[src/rtl/wrapper_pkg.sv]
// Shared definitions for the dual-clock FIFO wrapper and its write-side arbiter.
package wrapper_pkg;

  typedef enum logic {
    IDLE  = 1'b0,
    BURST = 1'b1
  } state_t;

  localparam int unsigned DEF_DATA_W  = 16;
  localparam int unsigned FIFO_DEPTH  = 8;
  localparam int unsigned CNT_W       = 16;
  localparam int unsigned BURST_CNT_W = 4;

endpackage

[src/rtl/fifo_write_arbiter_rr_pick.sv]
// Combinational round-robin finder: first set bit of req at or after start, wrapping.
module rr_pick #(
  parameter int unsigned N     = 4,
  parameter int unsigned IDX_W = 2
) (
  input  logic [N-1:0]     req,
  input  logic [IDX_W-1:0] start,
  output logic             found,
  output logic [IDX_W-1:0] idx
);

  // Walk the positions start, start+1, ... modulo N and keep the first hit.
  always_comb begin
    int unsigned pos;
    found = 1'b0;
    idx   = '0;
    pos   = 0;
    for (int i = 0; i < N; i++) begin
      pos = 32'(start) + 32'(i);
      if (pos >= N) begin
        pos = pos - N;
      end
      if (!found && req[pos[IDX_W-1:0]]) begin
        found = 1'b1;
        idx   = pos[IDX_W-1:0];
      end
    end
  end

endmodule

[src/rtl/fifo_write_arbiter.sv]
// Round-robin burst arbiter for the FIFO write port, with write/stall statistics.
module fifo_write_arbiter
  import wrapper_pkg::*;
#(
  parameter int unsigned NUM_REQ   = 4,
  parameter int unsigned DATA_W    = DEF_DATA_W,
  parameter int unsigned MAX_BURST = 4
) (
  input  logic                        clock_1,
  input  logic                        reset,
  input  logic [NUM_REQ-1:0]          req_valid,
  input  logic [NUM_REQ*DATA_W-1:0]   req_data,
  output logic [NUM_REQ-1:0]          req_ready,
  input  logic                        buffer_full,
  output logic [DATA_W-1:0]           data_1,
  output logic                        data_1_en,
  output logic [$clog2(NUM_REQ)-1:0]  grant_id,
  output logic                        busy,
  output logic [CNT_W-1:0]            words_written,
  output logic [CNT_W-1:0]            stall_cycles
);

  localparam int unsigned IDX_W = $clog2(NUM_REQ);

  state_t                 state, state_d;
  logic [IDX_W-1:0]       owner, owner_d;
  logic [IDX_W-1:0]       last, last_d;
  logic [BURST_CNT_W-1:0] burst_cnt, burst_cnt_d;

  logic [DATA_W-1:0]      req_word [NUM_REQ];
  logic                   owner_valid;
  logic                   xfer;
  logic                   stall;
  logic                   burst_end;
  logic [IDX_W-1:0]       pick_start;
  logic                   pick_found;
  logic [IDX_W-1:0]       pick_idx;

  for (genvar g = 0; g < NUM_REQ; g++) begin : g_unpack
    assign req_word[g] = req_data[g*DATA_W +: DATA_W];
  end

  // Write/stall qualification for the current owner; full gating is same-cycle.
  always_comb begin
    owner_valid = req_valid[owner];
    xfer        = (state == BURST) && owner_valid && !buffer_full;
    stall       = (state == BURST) && owner_valid && buffer_full;
    burst_end   = (state == BURST) &&
                  (!owner_valid ||
                   (xfer && (burst_cnt == BURST_CNT_W'(MAX_BURST - 1))));
    // Idle searches after the last winner; burst end searches after the owner,
    // which places the owner last in line.
    if (state == IDLE) begin
      pick_start = (last == IDX_W'(NUM_REQ - 1)) ? '0 : last + IDX_W'(1);
    end else begin
      pick_start = (owner == IDX_W'(NUM_REQ - 1)) ? '0 : owner + IDX_W'(1);
    end
  end

  rr_pick #(
    .N     (NUM_REQ),
    .IDX_W (IDX_W)
  ) u_rr_pick (
    .req   (req_valid),
    .start (pick_start),
    .found (pick_found),
    .idx   (pick_idx)
  );

  // Next-state and write-port outputs.
  always_comb begin
    state_d     = state;
    owner_d     = owner;
    last_d      = last;
    burst_cnt_d = burst_cnt;
    req_ready   = '0;
    data_1      = '0;
    data_1_en   = 1'b0;
    case (state)
      IDLE: begin
        if (pick_found) begin
          state_d     = BURST;
          owner_d     = pick_idx;
          burst_cnt_d = '0;
        end
      end
      BURST: begin
        req_ready[owner] = !buffer_full;
        data_1_en        = xfer;
        if (xfer) begin
          data_1      = req_word[owner];
          burst_cnt_d = burst_cnt + BURST_CNT_W'(1);
        end
        if (burst_end) begin
          last_d      = owner;
          burst_cnt_d = '0;
          if (pick_found) begin
            owner_d = pick_idx;
          end else begin
            state_d = IDLE;
          end
        end
      end
      default: begin
        state_d = IDLE;
      end
    endcase
  end

  // Arbiter state registers.
  always_ff @(posedge clock_1 or posedge reset) begin
    if (reset) begin
      state     <= IDLE;
      owner     <= '0;
      last      <= IDX_W'(NUM_REQ - 1);
      burst_cnt <= '0;
    end else begin
      state     <= state_d;
      owner     <= owner_d;
      last      <= last_d;
      burst_cnt <= burst_cnt_d;
    end
  end

  // Statistics: write count wraps, stall count saturates.
  always_ff @(posedge clock_1 or posedge reset) begin
    if (reset) begin
      words_written <= '0;
      stall_cycles  <= '0;
    end else begin
      if (xfer) begin
        words_written <= words_written + CNT_W'(1);
      end
      if (stall && (stall_cycles != {CNT_W{1'b1}})) begin
        stall_cycles <= stall_cycles + CNT_W'(1);
      end
    end
  end

  assign busy     = (state == BURST);
  assign grant_id = (state == BURST) ? owner : '0;

endmodule

[config.mk]
export PLATFORM = sky130hd
export DESIGN_NAME = fifo_write_arbiter
export DESIGN_NICKNAME = d
export VERILOG_FILES = /design/src/rtl/wrapper_pkg.sv /design/src/rtl/fifo_write_arbiter_rr_pick.sv /design/src/rtl/fifo_write_arbiter.sv
export SDC_FILE = /design/constraint.sdc
export NUM_CORES = 1
export LEC_CHECK = 0
export ABC_AREA = 1
export ABC_CLOCK_PERIOD_IN_PS = 2600
export BUFFER_PORTS_ARGS = -buffer_cell sky130_fd_sc_hd__buf_2
export CORE_MARGIN = 10
export CORE_UTILIZATION = 47
export CTS_BUF_LIST = sky130_fd_sc_hd__clkbuf_8
export CTS_CLUSTER_DIAMETER = 120
export DETAILED_ROUTE_END_ITERATION = 12
export GPL_TIMING_DRIVEN = 1
export PLACE_DENSITY_LB_ADDON = 0.12
export SLEW_MARGIN = 25
export SYNTH_ARGS = -nofsm -noshare
export SYNTH_HDL_FRONTEND = slang
export SYNTH_HIERARCHICAL = 1
export SYNTH_SLANG_ARGS = --single-unit
export TNS_END_PERCENT = 50
[constraint.sdc]
create_clock -name clock_1 -period 2.6 [get_ports clock_1]
set_clock_uncertainty 0.2 [all_clocks]
set_input_delay 0.52 -clock clock_1 [delete_from_list [all_inputs] [get_ports clock_1]]
set_output_delay 0.52 -clock clock_1 [all_outputs]
set_load 0.05 [all_outputs]
==> out/summary.md, run 1 <==
The final hold violation count is 0. Using the TritonRoute via totals, the vias-per-cell ratio works out to 4.93. The biggest area contributor in the post-synthesis netlist is dfrtp_1. The sequential element share of the synthesized area is 30.0%, and the peak supply drop is 0.722 mV. The share of post-route cells with drive strength above 1 came out at 28.1%. The detailed router placed 3832 vias in this run. In this run the critical register-to-register path is captured at burst_cnt[1].

Setup slack on the worst reg-to-reg path comes out at 0.21 ns. The number of cells on the worst reg-to-reg path is 18. The logs give 3661 for the via count of the first global-routing pass and 0 for the number of setup violations in the final report. The synthesized-area fraction occupied by xor and xnor cells came out at 5.36%. Entering global routing, the biggest net connects 42 pins. nand2_1 is the most common cell in the netlist. The total design power was 5.27 mW. The category of the worst setup path launch point was a flop.

In the routed design, unresolved DRC markers number 0. The congestion estimate from routability-driven global placement came to 0.848. In this run the cell area measured after placement is 4180 µm².

The floorplan step defined a core boundary enclosing 7180 µm². After layout, the worst setup slack is 0.108 ns. The finished layout holds 778 standard cells, fillers aside. The number of nets handed over by synthesis was 625.

STA classifies the critical path endpoint as an output pin. First-iteration detailed-routing DRC count: 174. The overflow left after global routing was 0; the portion of netlist area occupied by mux cells was 0%. The detail route stage leaves a number of antenna-violating nets equal to 0. The warning count from the yosys run was 6; the number of placement rows was 31. Measured against its own limit, the worst slew margin works out to 64.4%. The area growth from synthesis to final layout is 28.0%. The number of buffers created by CTS was 5. After synthesis, the cell types taking the most area are dfrtp_1, nand2_1, nor2_1. The critical register-to-register path startpoint was owner[0]. The filler cell count in the final layout was 698; the cell area after technology mapping was 3430 µm². The die is 105 µm tall.

Ranked by instance count, the synthesized netlist is headed by nand2_1, nor2_1, o21ai_0. The tools report the number of nets in the finished design as 757. After Yosys synthesis, full adders, half adders and majority gates account for 2.92% of the synthesized area. The dominant combinational cell family by area after synthesis is simple AND/OR/NAND/NOR gates. Timing analysis after detailed placement gives a worst setup slack of 0.132 ns. The worst-skew pair later-pin latency is 0.29 ns. The repair_antennas step left the layout with diodes totalling 0. After clock tree synthesis, the clock-pin slew on the worst setup and hold paths is 0.08 ns. After synthesis the netlist holds a flip-flop and latch count of 41. Counting I/O delays and the setup requirement, the final critical path takes 2.49 ns.

Across the run, the number of max-cap violations was 0. After technology mapping, the gate count stands at 546. After synthesis, the netlist uses 30 different library cells. The quantity of I/O buffers inserted on ports is 126. At the worst endpoint, the required time is 1.88 ns. Among all flip-flop cells after synthesis, the most frequent one is dfrtp_1.

Each instance of the synthesized netlist takes up on average 6.29 µm². Along the worst path, the maximum fanout reaches 33. The floorplan step defined a die boundary enclosing 11100 µm². Dividing the final minimum period by the clock period gives 95.9%.

Summing the areas of all and, or, nand and nor instances in the mapped netlist gives 43.0% of the synthesized area. In this run, synthesis inferred 0 flip-flops with an integrated enable. The count of pins over their slew limit was 0; the H-tree depth reported by CTS was 2. Fraction of post-synthesis cell area in the top cell type by area: 28.4%.

After detailed routing, the average wire length per cell comes to 13.6 µm. For the cell leakage power, the log shows 2.36 nW. The final core utilization was 61.2%; the synthesized-area fraction occupied by ao, oa, aoi and oai cells was 10.3%.

Setup repair after global routing could not meet its margin everywhere. The maximum buffer depth of the clock tree is 2. Summing all non-filler instances in the final layout gives an area of 4390 µm².

After legalization and detailed placement, the total HPWL measured 8.26 mm. The power per cell area came out at 1200 nW/µm². Summed over all layers, the routed wires come to 10.6 mm.

The die is 105 µm wide. Global routing consumed, over all layers together, 18.4% of the routing resources. The type of the worst setup path was flop to output pin. The logs give 127 for the I/O pin count and 1.77 ns for the data arrival time of the worst path. The worst-margin pin slew is 0.534 ns. Of all flip-flops after synthesis, the portion carrying an async set or reset was 100%. The clock net sink count is 41.

The run finished with clean final reports. The first global-routing pass estimated 17.5 mm of wire. The number of detailed-routing iterations run before antenna repair was 4.

The worst hold-check path type is input pin to async pin. The number of antenna violations at the first check in global routing is 0, and the fmax is 0.401 GHz. For the number of placed instances, taps included, the log shows 767. The tools report the CTS root buffer as clkbuf_8. The starting density of the core was 47.8%. TritonCTS built the clock tree.
cell type report:
class / count / area (µm²) / area share (%)
Multi-Input combinational cell: 440 / 2140 / 48.8
Clock inverter: 2 / 33.8 / 0.769
Timing Repair Buffer: 143 / 803 / 18.3
Tap cell: 99 / 124 / 2.82
Inverter: 47 / 179 / 4.07
Sequential cell: 41 / 1030 / 23.4
Clock buffer: 6 / 82.6 / 1.88
registers in the layout (all words and copies together) (netlist names):
name,flops
owner,2
words_written,16
stall_cycles,16
busy,1
last,2
burst_cnt,4
per-layer routing:
metal  global-route usage [%]  wire length (µm)  share of wire [%]
met5                        0                 0                  0
met4                     5.29               158                1.5
met3                     4.32               733                6.9
met2                     31.6              5120                 48
met1                     22.4              4600                 43
power by group:
part | switching [mW] | internal [mW]
registers | 0.196 | 0.823
logic | 2.58 | 1.14
clock network | 0.222 | 0.309
per-stage QoR:
stage                     hold slack [ns]  setup TNS, ns
final                               0.146              0
after global routing                0.183        -0.0277
after CTS                           0.163              0
after detailed placement            0.309              0
after global placement              0.298              0
after floorplan                     0.269          -2.73
layout by cell type, fill, tap and decap left out:
cell | synthesis | layout
dfrtp_1 | 39 | 39
dfstp_2 | 2 | 2
nor3_1 | 1 | 1
buf_2 | 7 | 111
o21ai_1 | 8 | 7
a21oi_1 | 17 | 17
clkdlybuf4s15_2 | 0 | 1
o21ai_0 | 44 | 44
nand2_1 | 176 | 173
buf_4 | 2 | 28
nand2_2 | 14 | 15
nor2_1 | 105 | 105
clkbuf_8 | 0 | 6
o31ai_1 | 1 | 1
nor2_2 | 2 | 2
xor2_1 | 15 | 15
buf_6 | 4 | 1
xnor2_1 | 6 | 6
o21ai_2 | 0 | 1
nor2_4 | 4 | 4
nand2_8 | 0 | 1
inv_1 | 42 | 43
nand3b_2 | 1 | 1
nand4_1 | 6 | 6
clkbuf_4 | 0 | 2
nand3_1 | 22 | 22
ha_1 | 8 | 8
bufinv_16 | 0 | 1
nand3_2 | 5 | 5
nor2_8 | 1 | 1
nand3b_1 | 1 | 1
nand2_4 | 3 | 4
inv_2 | 4 | 4
inv_4 | 1 | 1
worst max path at each step:
| stage | startpoint | to | slack, ns | cells after the start |
|---|---|---|---|---|
| after floorplan | busy | data_1[0] | -0.17 | 6 |
| after global placement | owner[0] | burst_cnt[1] | 0.20 | 17 |
| after detailed placement | owner[0] | burst_cnt[1] | 0.13 | 17 |
| after CTS | owner[0] | req_ready[2] | 0.0005 | 7 |
| after global routing | owner[0] | burst_cnt[1] | -0.02 | 18 |
| final | owner[0] | req_ready[2] | 0.11 | 7 |
kinds of logic after synthesis:
family	Yosys count
buffers and inverters	65
xor gates and xnor gates	21
DFF	41
adders and majority gates	8
and+or+nand+nor	341
AOI/OAI and AO/OA	70
critical path, cell delays in order, from the launching register on:
cell     delay [ns]
dfrtp_1        0.40
buf_4          0.16
inv_4          0.08
buf_6          0.21
ha_1           0.17
inv_1          0.04
nor2_1         0.10
buf_2          0.29
what timing repair did:
| item | in CTS | in global routing |
|---|---|---|
| gates cloned | 0 | 1 |
| gates resized for setup | 12 | 13 |
| setup buffers | 0 | 2 |
| hold buffers | 0 | 0 |
| pin swaps | 0 | 1 |
| setup endpoints to repair | 16 | 21 |
Note: power is estimated with default switching activity, not from simulation.
==> inputs of run 2 (changes only) <==
PLACE_DENSITY = 0.8   (was not set)
PLACE_DENSITY_LB_ADDON = not set   (was 0.12)
==> run 2 against run 1 <==
Register-to-register slack got worse by 0.04 ns. Non-clock buffer count grew 3. Cell count rose by 0.51%. Total power is 2.9% higher. Die area did not move. First-iteration DRC count up 25%. Combinational power up 4%. Sequential share of layout area is 0.41 points lower. Sequential power is essentially flat. Design area grew 1.9%. Setup slack got worse by 0.047 ns. Largest power group unchanged.
==> out/summary.md, run 2 (same netlist as run 1, synthesis figures left out) <==
Setup repair after global routing could not meet its margin everywhere. The area growth from synthesis to final layout was 30.4% (was 28.0%); the final period utilization was 97.7% (was 95.9%). The maximum buffer depth of the clock tree is 2 (unchanged), and the pin count of the biggest net entering global routing is 42 (unchanged). The number of cells on the worst reg-to-reg path came out at 15 (was 18).

The tools report the CTS root buffer as clkbuf_8 (unchanged). For the first-iteration detailed-routing DRC count, the log shows 217 (was 174). The maximum fanout count along the critical path is 20 (was 33). The logs give 652 (was 698) for the filler cell count in the final layout and 1.82 ns (was 1.77 ns) for the data arrival time of the worst path. The kind of capture point of the worst setup path is an output pin (unchanged). The vertical die dimension is 105 µm (unchanged). The logs give 18.0 mm (was 17.5 mm) for the global-route wire length before repair and 0 (unchanged) for the overflow left after global routing. The number of nets with antenna violations after routing is 0 (unchanged), and the average wire per cell in the routed design is 14.2 µm (was 13.6 µm).

Pre-CTS setup slack: -0.0352 ns (was 0.132 ns). Category of the worst setup path launch point: a flop (unchanged). The quantity of I/O buffers inserted on ports came out at 126 (unchanged).

Die outline width: 105 µm (unchanged). The wire length reported by the detailed router is 11.1 mm (was 10.6 mm), and the number of placement rows is 31 (unchanged). The power per cell area was 1210 nW/µm² (was 1200 nW/µm²).

The reported max-cap violation count is 0 (unchanged). The critical path startpoint is owner[1] (was owner[0]). The critical path data required time came out at 1.88 ns (about the same). The I/O pin count was 127 (unchanged); the starting density of the core was 47.8% (unchanged). Leading cell types in the layout, fill and taps excluded: nand2_1, buf_2, nor2_1 (unchanged).

For the number of detailed-routing iterations run before antenna repair, the log shows 5 (was 4). The global-route usage over all layers is 18.8% (was 18.4%). The H-tree depth reported by CTS came out at 2 (unchanged).

The run finished with clean final reports. Via count of the first global-routing pass: 3806 (was 3661). The number of buffers created by CTS was 5 (unchanged); the number of nets in the finished design was 761 (was 757). Worst-skew pair later-pin latency: 0.29 ns (about the same). Die footprint: 11100 µm² (unchanged). Peak supply drop: 0.707 mV (was 0.722 mV). For the number of setup violations in the final report, the log shows 0 (unchanged).

The final cell area excluding filler cells is 4480 µm² (was 4390 µm²), and the register clock-pin slew on the reported worst setup and hold paths is 0.08 ns (about the same). The core footprint came out at 7180 µm² (unchanged). The leading cell type in the layout, fill and taps excluded is nand2_1 (unchanged). The least setup slack across all paths after layout is 0.0608 ns (was 0.108 ns), and the worst-margin pin slew is 0.519 ns (was 0.534 ns). The tools report the critical register-to-register path startpoint as owner[0] (unchanged). The type of the worst setup path is flop to output pin (unchanged). The run gives 1.01 (was 0.848) as the routability congestion estimate. For the DRC violation count after routing, the log shows 0 (unchanged).

The time the final worst path needs with I/O delays and setup was 2.54 ns (was 2.49 ns); the total half-perimeter wirelength after legalization and detailed placement was 8.47 mm (was 8.26 mm). The average vias per placed instance is 5.09 (was 4.93), and the count of pins over their slew limit is 0 (unchanged). Final antenna diode count: 0 (unchanged). The run gives 0.394 GHz (was 0.401 GHz) as the fmax.

The final standard cell count with taps included and fillers excluded is 782 (was 778), and the clock net sink count is 41 (unchanged). Total number of vias: 3983 (was 3832). The number of placed instances, taps included is 766 (was 767). Biggest regs: stall_cycles: 16 flops, words_written: 16 flops, burst_cnt: 4 flops (unchanged). The final hold violation count was 0 (unchanged).

Worst slew slack as a fraction of its limit: 65.4% (was 64.4%). The cell leakage power is 2.40 nW (was 2.36 nW). Share of post-route cells with drive strength above 1: 29.3% (was 28.1%). Worst hold-check path type: input pin to async pin (unchanged). TritonCTS built the clock tree. The number of antenna violations at the first check in global routing was 0 (unchanged).

The run gives 4170 µm² (was 4180 µm²) as the placed cell area.
## run 2: cell types whose count changed in the layout (fill, tap and decap cells not counted), moves of 2 or more
cell and change:
buf_4 +2, buf_6 +3, buf_2 -2, nand2_4 +2
## run 2: metrics by stage
step	util, %	hold slack, ns	TNS, ns	power [mW]
after floorplan	-	0.269	-2.73	3.79
after global placement	58.1	0.285	0	4.51
after detailed placement	58.1	0.290	-0.264	4.59
after CTS	60.5	0.160	0	5.18
after global routing	62.4	0.191	-0.342	5.89
final	62.4	0.149	0	5.43
## run 2: layout make-up
class	instances	area (µm²)	share of cell area [%]
well taps	99	124	2.77
clock buffers	5	68.8	1.54
flip-flops and latches	41	1030	23.0
clock inverters	3	38.8	0.866
repair buffers	146	868	19.4
multi-input cells	441	2170	48.4
inverters	47	181	4.05
## run 2: layer usage
metal	GRT usage (%)	vias to the layer above	routed length [µm]	part of all wire, %
met4	5.39	0	239	2.2
met2	32.0	160	5170	47
met3	4.26	12	802	7.2
met5	0	-	0	0
li1	-	1985	-	-
met1	23.1	1826	4870	44
## run 2: critical path: stages, from the launching register on
cell,delay (ns)
dfrtp_1,0.42
inv_1,0.08
buf_4,0.24
nand2_1,0.13
nand2_4,0.12
nand2_4,0.11
a21oi_1,0.19
buf_4,0.23
## run 2: repair_timing
item                                    CTS  global route
hold buffers                              0             0
gates resized for setup                  21            18
cloned                                    0             3
pin swaps                                 0             3
endpoints found under the setup margin   17            20
buffers inserted                          0             5
## run 2: power breakdown
group	switching (mW)	internal (mW)	total, mW
clock network	0.217	0.281	0.498
registers	0.225	0.825	1.05
logic	2.64	1.24	3.88
## run 2: worst paths after layout
| kind | slack, ns | to |
|---|---|---|
| hold reg to reg | 0.30 | last[1] |
| max in group asynchronous | 1.66 | owner[0] |
| setup reg to reg | 0.17 | burst_cnt[1] |
| min in group clock_1 | 0.30 | last[1] |
| hold / removal | 0.15 | words_written[1] |
| setup / recovery | 0.06 | data_1[11] |
==> inputs of run 3 (changes only) <==
--- a/config.mk
+++ b/config.mk
@@ -10,3 +10,3 @@
 export BUFFER_PORTS_ARGS = -buffer_cell sky130_fd_sc_hd__buf_2
-export CORE_MARGIN = 10
+export CORE_MARGIN = 1.5
 export CORE_UTILIZATION = 47
@@ -15,3 +15,3 @@
 export DETAILED_ROUTE_END_ITERATION = 12
-export GPL_TIMING_DRIVEN = 1
+export GPL_TIMING_DRIVEN = 0
 export PLACE_DENSITY = 0.8
==> constraint.sdc (replaced) <==
create_clock -name clock_1 -period 2.6 [get_ports clock_1]
set_clock_uncertainty 0.2 [all_clocks]
set_input_delay 0.13 -clock clock_1 [delete_from_list [all_inputs] [get_ports clock_1]]
set_output_delay 0.13 -clock clock_1 [all_outputs]
set_load 0.05 [all_outputs]
==> run 3 against run 2 <==
Non-clock buffer count up 12. Setup slack better by 0.038 ns. Design area about the same. Critical endpoint is now burst_cnt[2]. Largest power group unchanged.
==> out/summary.md, run 3 (same netlist as run 1, synthesis figures left out) <==
The data arrival time of the worst path is 2.48 ns (was 1.82 ns). The final standard cell count with taps included and fillers excluded came out at 790 (was 782). The run finished with clean final reports. For the wire length reported by the detailed router, the log shows 9.94 mm (was 11.1 mm).

The tools report the total design power as 5.35 mW (was 5.43 mW). Biggest regs: stall_cycles: 16 flops, words_written: 16 flops, burst_cnt: 4 flops (unchanged). The register clock-pin slew on the reported worst setup and hold paths came out at 0.08 ns (about the same). The area of the multi-input gates came out at 2140 µm² (was 2170 µm²). Total half-perimeter wirelength after legalization and detailed placement: 7.51 mm (was 8.47 mm). For the global-route usage over all layers, the log shows 25.3% (was 18.8%). The final period utilization is 96.2% (was 97.7%), and the quantity of I/O buffers inserted on ports is 126 (unchanged). The H-tree depth reported by CTS is 2 (unchanged).

The most heavily used metal layer in global routing is met2 (unchanged). The starting density of the core is 49.4% (was 47.8%). CTS root buffer: clkbuf_8 (unchanged). Combined flip-flop and latch cell area: 1030 µm² (about the same). The tools report the count of pins over their slew limit as 0 (unchanged). Worst-skew pair later-pin latency: 0.30 ns (was 0.29 ns).

The reported max-cap violation count was 0 (unchanged); the number of detailed-routing iterations run before antenna repair was 4 (was 5). The number of cells on the worst reg-to-reg path was 17 (was 15). The run gives 0 (unchanged) as the overflow left after global routing. The routability congestion estimate is 0.833 (was 1.01), and the pin count of the biggest net entering global routing is 29 (was 42). The run gives 6940 µm² (was 7180 µm²) as the core footprint.

The die outline width came out at 88.5 µm (was 105 µm). The run gives 127 (unchanged) as the I/O pin count. First-iteration detailed-routing DRC count: 149 (was 217).

The worst-margin pin slew is 0.504 ns (was 0.519 ns). The run gives 3649 (was 3806) as the via count of the first global-routing pass. The type of the worst setup path is flop to flop (was flop to output pin). The met1 capacity usage during global routing came out at 28.6% (was 23.1%).

Leading cell types in the layout, fill and taps excluded: nand2_1, buf_2, nor2_1 (unchanged). The global-route wire length before repair came out at 15.7 mm (was 18.0 mm). For the final antenna diode count, the log shows 0 (unchanged). The worst hold-check path type was input pin to async pin (unchanged).

The power per cell area is 1200 nW/µm² (was 1210 nW/µm²), and the maximum fanout count along the critical path is 10 (was 20). Leading cell type in the layout, fill and taps excluded: nand2_1 (unchanged). For the worst slew slack as a fraction of its limit, the log shows 66.4% (was 65.4%). The final hold violation count was 0 (unchanged). The critical register-to-register path startpoint was owner[1] (was owner[0]). The area growth from synthesis to final layout is 30.3% (was 30.4%), and the vertical die dimension is 88.5 µm (was 105 µm). The die footprint is 7830 µm² (was 11100 µm²). The tools report the worst hold margin as 0.147 ns (was 0.149 ns). The endpoint of the lowest-slack register-to-register path is burst_cnt[2] (was burst_cnt[1]). The category of the worst setup path launch point was a flop (unchanged). The maximum buffer depth of the clock tree is 2 (unchanged).

The kind of capture point of the worst setup path is a flop (was an output pin). The number of antenna violations at the first check in global routing is 0 (unchanged), and the critical path data required time is 2.58 ns (was 1.88 ns). The run gives 30 (was 31) as the number of placement rows. TritonCTS built the clock tree. The met3 track demand over resource in global routing was 5.50% (was 4.26%); the number of placed instances, taps included was 769 (was 766). The share of post-route cells with drive strength above 1 is 29.8% (was 29.3%), and the average vias per placed instance is 5.01 (was 5.09). The time the final worst path needs with I/O delays and setup was 2.50 ns (was 2.54 ns); the slack of the worst reg-to-reg path was 0.1 ns (was 0.17 ns). For the cell leakage power, the log shows 2.41 nW (was 2.40 nW). The met2 global-route usage is 45.8% (was 32.0%).

DRC violation count after routing: 0 (unchanged). The logs give 652 (unchanged) for the filler cell count in the final layout and 0.715 mV (was 0.707 mV) for the peak supply drop. Number of buffers created by CTS: 5 (unchanged). The average wire per cell in the routed design works out to 12.6 µm (was 14.2 µm). The logs give 41 (unchanged) for the clock net sink count and 0 (unchanged) for the number of setup violations in the final report. Total number of vias: 3958 (was 3983). The number of nets with antenna violations after routing is 0 (unchanged), and the fmax is 0.400 GHz (was 0.394 GHz).

The run gives 772 (was 761) as the number of nets in the finished design.
[run 3: layer usage]
metal,part of all wire [%],up-vias
li1,-,2003
met1,41,1780
met2,49,148
met3,7.1,27
met4,2.7,0
met5,0,-
[run 3: cell type report]
type / instances / share of cell area, %
multi-input cells: 440 / 47.9
flip-flops and latches: 41 / 23.0
repair buffers: 140 / 17.2
inverters: 47 / 4.17
plain buffers: 18 / 3.16
well taps: 96 / 2.69
clock buffers: 5 / 1.54
clock inverters: 3 / 0.420
[run 3: through the flow]
step | utilization, % | instance area [µm²] | setup TNS [ns] | setup slack (ns)
2_1_floorplan | - | 3430 | 0 | 0.00673
3_3_place_gp | 60.3 | 4190 | -1.06 | -0.290
3_5_place_dp | 60.6 | 4210 | -1.29 | -0.332
4_1_cts | 62.6 | 4350 | 0 | 0.0453
5_1_grt | 64.4 | 4470 | -0.0779 | -0.0256
6_report | 64.4 | 4470 | 0 | 0.0989
[run 3: worst max-delay path by stage]
stage	startpoint	end	cells past startpoint
6_report	owner[1]	burst_cnt[2]	17
5_1_grt	owner[0]	burst_cnt[2]	18
4_1_cts	owner[0]	burst_cnt[1]	18
3_5_place_dp	owner[1]	burst_cnt[1]	17
3_3_place_gp	owner[1]	burst_cnt[1]	17
2_1_floorplan	busy	burst_cnt[1]	14
[run 3: critical path: stages (launching register included)]
cell,delay (ns)
dfrtp_1,0.40
buf_4,0.16
ha_1,0.17
inv_1,0.08
nand3_1,0.09
o31ai_2,0.10
buf_6,0.21
nand2_2,0.08
nand2_4,0.10
nand2_1,0.09
o21ai_2,0.08
nand3b_1,0.15
inv_1,0.06
nand2_1,0.07
nand2_2,0.08
buf_12,0.14
nand2_1,0.04
o21ai_0,0.07
[run 3: timing repair]
item / 4_1_cts / 5_1_grt
gates resized for setup: 8 / 16
pin swaps: 1 / 3
hold buffers: 1 / 0
setup endpoints to repair: 6 / 8
setup buffers: 3 / 9
hold endpoints to repair: 39 / 0
[run 3: power breakdown]
part	leakage [nW]	internal, mW	switching, mW
Sequential	0.529	0.823	0.212
Clock	0.0416	0.185	0.231
Combinational	1.84	1.26	2.64
